[src/rtl/pipe_skid_reg_if.sv]
// pipe_skid_reg_if: valid/ready handshake bundle for the elastic pipeline register.
// Revision: 1.0
`default_nettype none

interface pipe_skid_reg_if #(
    parameter int DATA_W = 36,
    parameter int CTRL_W = 2
);
    logic              in_valid;
    logic              in_ready;
    logic [DATA_W-1:0] in_data;
    logic [CTRL_W-1:0] in_ctrl;
    logic              out_valid;
    logic              out_ready;
    logic [DATA_W-1:0] out_data;
    logic [CTRL_W-1:0] out_ctrl;

    modport slave (
        input  in_valid, in_data, in_ctrl, out_ready,
        output in_ready, out_valid, out_data, out_ctrl
    );

    modport master (
        output in_valid, in_data, in_ctrl, out_ready,
        input  in_ready, out_valid, out_data, out_ctrl
    );
endinterface

`default_nettype wire

[src/rtl/pipe_skid_reg.sv]
// pipe_skid_reg: 2-entry skid pipeline register with flush, bubble masking and stall counter.
// Revision: 1.0
`default_nettype none

module pipe_skid_reg #(
    parameter int DATA_W         = 36,
    parameter int CTRL_W         = 2,
    parameter int CNT_W          = 16,
    parameter int CLEAR_ON_FLUSH = 1
) (
    input  wire logic             clk,
    input  wire logic             rst,
    input  wire logic             flush,
    pipe_skid_reg_if.slave        bus,
    output logic [1:0]            occupancy,
    output logic [CNT_W-1:0]      stall_cnt
);

    typedef enum logic [1:0] {
        ST_EMPTY = 2'd0,
        ST_ONE   = 2'd1,
        ST_FULL  = 2'd2
    } state_t;

    state_t             r_state;
    state_t             w_state_nx;
    logic               w_ld_main_in;
    logic               w_ld_main_skid;
    logic               w_ld_skid;
    logic               w_out_valid;
    logic [DATA_W-1:0]  r_main_data;
    logic [CTRL_W-1:0]  r_main_ctrl;
    logic [DATA_W-1:0]  r_skid_data;
    logic [CTRL_W-1:0]  r_skid_ctrl;
    logic [CNT_W-1:0]   r_stall_cnt;

    // Handshake flags are pure decodes of the state register, so no
    // combinational path exists from out_ready to in_ready.
    assign w_out_valid   = (r_state != ST_EMPTY);
    assign bus.out_valid = w_out_valid;
    assign bus.in_ready  = (r_state != ST_FULL);
    assign bus.out_data  = r_main_data;
    assign bus.out_ctrl  = r_main_ctrl & {CTRL_W{w_out_valid}};
    assign occupancy     = r_state;
    assign stall_cnt     = r_stall_cnt;

    always_comb begin
        w_state_nx     = r_state;
        w_ld_main_in   = 1'b0;
        w_ld_main_skid = 1'b0;
        w_ld_skid      = 1'b0;
        case (r_state)
            ST_EMPTY: begin
                if (bus.in_valid) begin
                    w_ld_main_in = 1'b1;
                    w_state_nx   = ST_ONE;
                end
            end
            ST_ONE: begin
                if (bus.in_valid && bus.out_ready) begin
                    w_ld_main_in = 1'b1;
                end else if (bus.in_valid) begin
                    w_ld_skid  = 1'b1;
                    w_state_nx = ST_FULL;
                end else if (bus.out_ready) begin
                    w_state_nx = ST_EMPTY;
                end
            end
            ST_FULL: begin
                if (bus.out_ready) begin
                    w_ld_main_skid = 1'b1;
                    w_state_nx     = ST_ONE;
                end
            end
            default: w_state_nx = ST_EMPTY;
        endcase
        if (flush) begin
            w_state_nx = ST_EMPTY;
        end
    end

    always_ff @(posedge clk or posedge rst) begin
        if (rst) begin
            r_state <= ST_EMPTY;
        end else begin
            r_state <= w_state_nx;
        end
    end

    always_ff @(posedge clk or posedge rst) begin
        if (rst) begin
            r_main_data <= '0;
            r_main_ctrl <= '0;
            r_skid_data <= '0;
            r_skid_ctrl <= '0;
        end else if (flush) begin
            if (CLEAR_ON_FLUSH != 0) begin
                r_main_data <= '0;
                r_main_ctrl <= '0;
                r_skid_data <= '0;
                r_skid_ctrl <= '0;
            end
        end else begin
            if (w_ld_main_in) begin
                r_main_data <= bus.in_data;
                r_main_ctrl <= bus.in_ctrl;
            end else if (w_ld_main_skid) begin
                r_main_data <= r_skid_data;
                r_main_ctrl <= r_skid_ctrl;
            end
            if (w_ld_skid) begin
                r_skid_data <= bus.in_data;
                r_skid_ctrl <= bus.in_ctrl;
            end
        end
    end

    // Counts stalls in the flush cycle too; only rst clears it.
    always_ff @(posedge clk or posedge rst) begin
        if (rst) begin
            r_stall_cnt <= '0;
        end else if (w_out_valid && !bus.out_ready && (r_stall_cnt != {CNT_W{1'b1}})) begin
            r_stall_cnt <= r_stall_cnt + CNT_W'(1);
        end
    end

endmodule

`default_nettype wire

[src/flat_wrapper.sv]
// flat-port wrapper written by rule: the top's interface ports become plain ports
module pipe_skid_reg_flat 
#(
    parameter int DATA_W         = 36,
    parameter int CTRL_W         = 2,
    parameter int CNT_W          = 16,
    parameter int CLEAR_ON_FLUSH = 1
)
  (clk, rst, flush, occupancy, stall_cnt, bus_in_valid, bus_in_data, bus_in_ctrl, bus_out_ready, bus_in_ready, bus_out_valid, bus_out_data, bus_out_ctrl);
  pipe_skid_reg_if #(.DATA_W(DATA_W), .CTRL_W(CTRL_W)) bus_i ();
  input  wire logic clk;
  input  wire logic rst;
  input  wire logic flush;
  output logic [1:0] occupancy;
  output logic [CNT_W-1:0] stall_cnt;
  input wire logic [$bits(bus_i.in_valid)-1:0] bus_in_valid;
  input wire logic [$bits(bus_i.in_data)-1:0] bus_in_data;
  input wire logic [$bits(bus_i.in_ctrl)-1:0] bus_in_ctrl;
  input wire logic [$bits(bus_i.out_ready)-1:0] bus_out_ready;
  output wire logic [$bits(bus_i.in_ready)-1:0] bus_in_ready;
  output wire logic [$bits(bus_i.out_valid)-1:0] bus_out_valid;
  output wire logic [$bits(bus_i.out_data)-1:0] bus_out_data;
  output wire logic [$bits(bus_i.out_ctrl)-1:0] bus_out_ctrl;
  assign bus_i.in_valid = bus_in_valid;
  assign bus_i.in_data = bus_in_data;
  assign bus_i.in_ctrl = bus_in_ctrl;
  assign bus_i.out_ready = bus_out_ready;
  assign bus_in_ready = bus_i.in_ready;
  assign bus_out_valid = bus_i.out_valid;
  assign bus_out_data = bus_i.out_data;
  assign bus_out_ctrl = bus_i.out_ctrl;
  pipe_skid_reg #(.DATA_W(DATA_W), .CTRL_W(CTRL_W), .CNT_W(CNT_W), .CLEAR_ON_FLUSH(CLEAR_ON_FLUSH)) u_core (.clk(clk), .rst(rst), .flush(flush), .bus(bus_i), .occupancy(occupancy), .stall_cnt(stall_cnt));
endmodule
[config.mk]
export PLATFORM = sky130hd
export DESIGN_NAME = pipe_skid_reg_flat
export DESIGN_NICKNAME = d
export VERILOG_FILES = /design/src/rtl/pipe_skid_reg_if.sv /design/src/rtl/pipe_skid_reg.sv /design/src/flat_wrapper.sv
export SDC_FILE = /design/constraint.sdc
export NUM_CORES = 1
export LEC_CHECK = 0
export BUFFER_PORTS_ARGS = -buffer_cell sky130_fd_sc_hd__clkbuf_2
export CORE_MARGIN = 10
export CORE_UTILIZATION = 45
export DETAILED_ROUTE_END_ITERATION = 8
export PLACE_DENSITY = 0.71
export SYNTH_ARGS = -nofsm -noshare
export SYNTH_HDL_FRONTEND = slang
export SYNTH_SLANG_ARGS = --single-unit
export TNS_END_PERCENT = 20
[constraint.sdc]
create_clock -name clk -period 3.52 [get_ports clk]
set_clock_uncertainty 0.1 [all_clocks]
set_input_delay 0 -clock clk [delete_from_list [all_inputs] [get_ports clk]]
set_output_delay 0 -clock clk [all_outputs]
set_load 0.02 [all_outputs]
==> qor.txt <==
outcome - finished, final reports clean
FF-to-FF setup slack - 1.11 ns
placed inst area - 4930 sq um
Final min period - 2.41 ns
sequential fraction of the synthesis area - 54.6%
Slew HR - 42.1%
Num CTS Buffers - 9
Routability Congestion - 0.833
worst-case clock buffer depth - 2
Detail Route Antenna Nets - 0
Initial Utilization - 46.4%
max_cap viols - 0
crit path kind - reg -> reg
vias in the first global route - 4015
first-pass GRT wire length - 20200 um
Clock Latency Late Sink - 0.35 ns
post-synth top area share - 54.6%
Critical R2R Capture - u_core.bus.out_data[2]$_DFFE_PP0P_
largest net degree at the start of global routing - 71
Final Net Count - 643
I/O Buffers - 100
Final Routed Wirelength - 11700 um
Pre-antenna DRT Iters - 5
Worst setup SP type - flop
# IOs - 101
worst-path fanout max - 28
ys async rst share - 100%
Cells after Synth - 476
Fin. Hold Viols - 0
count of flip-flops with a built-in enable after synthesis - 0
crit end category - flop
Design Area, Final - 5520 sq um
crit path DAT - 2.56 ns
Die Footprint - 13900 sq um
worst slack, placed - 1.10 ns
row cnt - 35
top post-synthesis cells by count - nand2_1 (121), dfrtp_1 (94), nor2_1 (45)
Slew Viols, Final - 0
Clock transition at path regs - 0.10 ns
leak pwr - 2.52 nW
sum of negative setup slack - 0 ns
post-DP HPWL - 7840 um
Remaining DRCs - 0
Hold Crit Start - flush
Power per Cell Area - 443 nW/um^2
number of fill cells - 864
vias per cell - 5.37
syn nets - 520
WP data required - 3.67 ns
Seq cells post-synth - 94
Avg Cell Area, Syn - 9.06 sq um
number of synthesis warnings - 0
post-CTS sizing - 0
most area-consuming cells after synthesis - dfrtp_1 (55%), nand2_1 (11%), a311oi_1 (8.1%), nand3_1 (5.0%), a21oi_1 (4.8%)
Reg2Reg Depth - 6
hold path endpoint - u_core.r_skid_data[14]$_DFFE_PP0P_
Max Fclk - 415 MHz
antenna cells - 0
share of cells above drive strength 1 - 22.7%
Area Overhead vs Synth - 28.1%
CTS tree - built
Mapped Area - 4310 sq um
initial antenna violation count - 0
RSZ-0062 raised after global routing - false
Main synth FF type - dfrtp_1
DR vias - 3933
setup violators final - 0
initial DRC count - 237
global route overflow - 0
final worst slack - 1.11 ns
top-count cell post-synth - nand2_1
Reg-to-Reg Start - u_core.occupancy[1]$_DFFE_PP0P_
maximum VDD drop - 0.176 mV
Global Route Usage Sum - 17.0%
HP Class - in -> reg
Synth cell types - 32
DIE WIDTH - 118 um
wire per inst - 15.9 um
Synth area leader - dfrtp_1
CTS H-Tree Depth - 3
Min-Delay Path Depth - 2
Die H - 118 um
crit share post-route - 68.5%
Worst-Margin Slew - 0.868 ns
core area - 9280 sq um
clock tree root buffer cell - clkbuf_8
# clock sinks - 94
-- through the flow --
step | cells | utilization (%) | hold slack [ns] | total power, W
4_1_cts | 733 | 59.5 | 0.157 | 0.00247
6_report | 733 | 59.5 | 0.165 | 0.00245
3_5_place_dp | 676 | 53.1 | 0.134 | 0.00177
3_3_place_gp | 676 | 53.1 | 0.121 | 0.00175
2_1_floorplan | 476 | - | 0.0307 | 0.00157
5_1_grt | 733 | 59.5 | 0.197 | 0.00258
-- repair_timing --
item / in CTS / in global routing
hold buffers: 41 / 0
hold endpoints to repair: 147 / 0
endpoints found under the setup margin: 0 / 0
buffers inserted: 0 / 0
-- cell type report --
| type | count | area (sq um) | area share (%) |
|---|---|---|---|
| tap | 129 | 161 | 2.92 |
| multi-input combinational | 340 | 1810 | 32.7 |
| clock buffer | 10 | 138 | 2.49 |
| clock inverter | 6 | 45.0 | 0.815 |
| sequential | 94 | 2350 | 42.6 |
| inverter | 4 | 17.5 | 0.317 |
| timing repair buffer | 150 | 1000 | 18.2 |
-- power by group --
group / total (W) / leakage, nW / switching, W / internal, W
Sequential: 0.00125 / 1.26 / 0.0000834 / 0.00117
Combinational: 0.000528 / 1.16 / 0.000333 / 0.000194
Clock: 0.000669 / 0.0966 / 0.000389 / 0.000280
-- flip-flops by register name, indices dropped and copies added, names as in the netlist --
signal / cells
u_core.r_main_ctrl: 2
u_core.bus.out_data: 36
u_core.r_skid_data: 36
u_core.occupancy: 2
u_core.r_skid_ctrl: 2
u_core.stall_cnt: 16
-- layout by cell type (no fill, tap or decap), types with 3 or more instances in the layout --
cell	n
a21oi_1	41
a311oi_1	40
buf_4	7
clkbuf_2	100
clkbuf_8	10
clkinv_4	3
dfrtp_1	94
dlygate4sd3_1	41
inv_1	3
nand2_1	121
nand3_1	43
nand4_1	5
nor2_1	45
nor3_1	5
nor4_1	3
xor2_1	10
-- critical path: stages (launching register included) --
cell,delay (ns)
dfrtp_1,0.50
nor2b_4,0.33
buf_4,0.39
o2bb2ai_4,0.29
buf_4,0.35
nor2_1,0.07
a311oi_1,0.28
-- worst max-delay path by stage --
stage	start	end	slack [ns]	depth (start not counted)
floorplan	rst	u_core.bus.out_data[0]$_DFFE_PP0P_	0.97	1
finish	u_core.occupancy[1]$_DFFE_PP0P_	u_core.bus.out_data[2]$_DFFE_PP0P_	1.11	6
CTS	u_core.occupancy[1]$_DFFE_PP0P_	u_core.bus.out_data[2]$_DFFE_PP0P_	1.09	6
global route	u_core.occupancy[0]$_DFFE_PP0P_	u_core.bus.out_data[33]$_DFFE_PP0P_	0.83	5
detailed placement	u_core.occupancy[1]$_DFFE_PP0P_	u_core.bus.out_data[9]$_DFFE_PP0P_	1.10	6
global placement	u_core.occupancy[0]$_DFFE_PP0P_	u_core.bus.out_data[33]$_DFFE_PP0P_	1.19	5
-- metal layers --
layer	share of wire (%)	GRT usage (%)	vias to the layer above
met5	0	0	-
met4	1.3	6.03	0
met3	4.1	2.45	13
met2	50	28.9	101
met1	45	21.4	1915
li1	-	-	1904
-- cell families after synthesis --
family	Yosys count	synth area share [%]
XOR/XNOR	12	2.44
multiplexers	3	0.754
buffers and inverters	42	4.18
adder cells (fa/ha/maj)	1	0.290
AO/OA/AOI/OAI	89	14.4
AND/OR/NAND/NOR	235	23.4
flip-flops	94	54.6
Note: power is estimated with default switching activity, not from simulation.
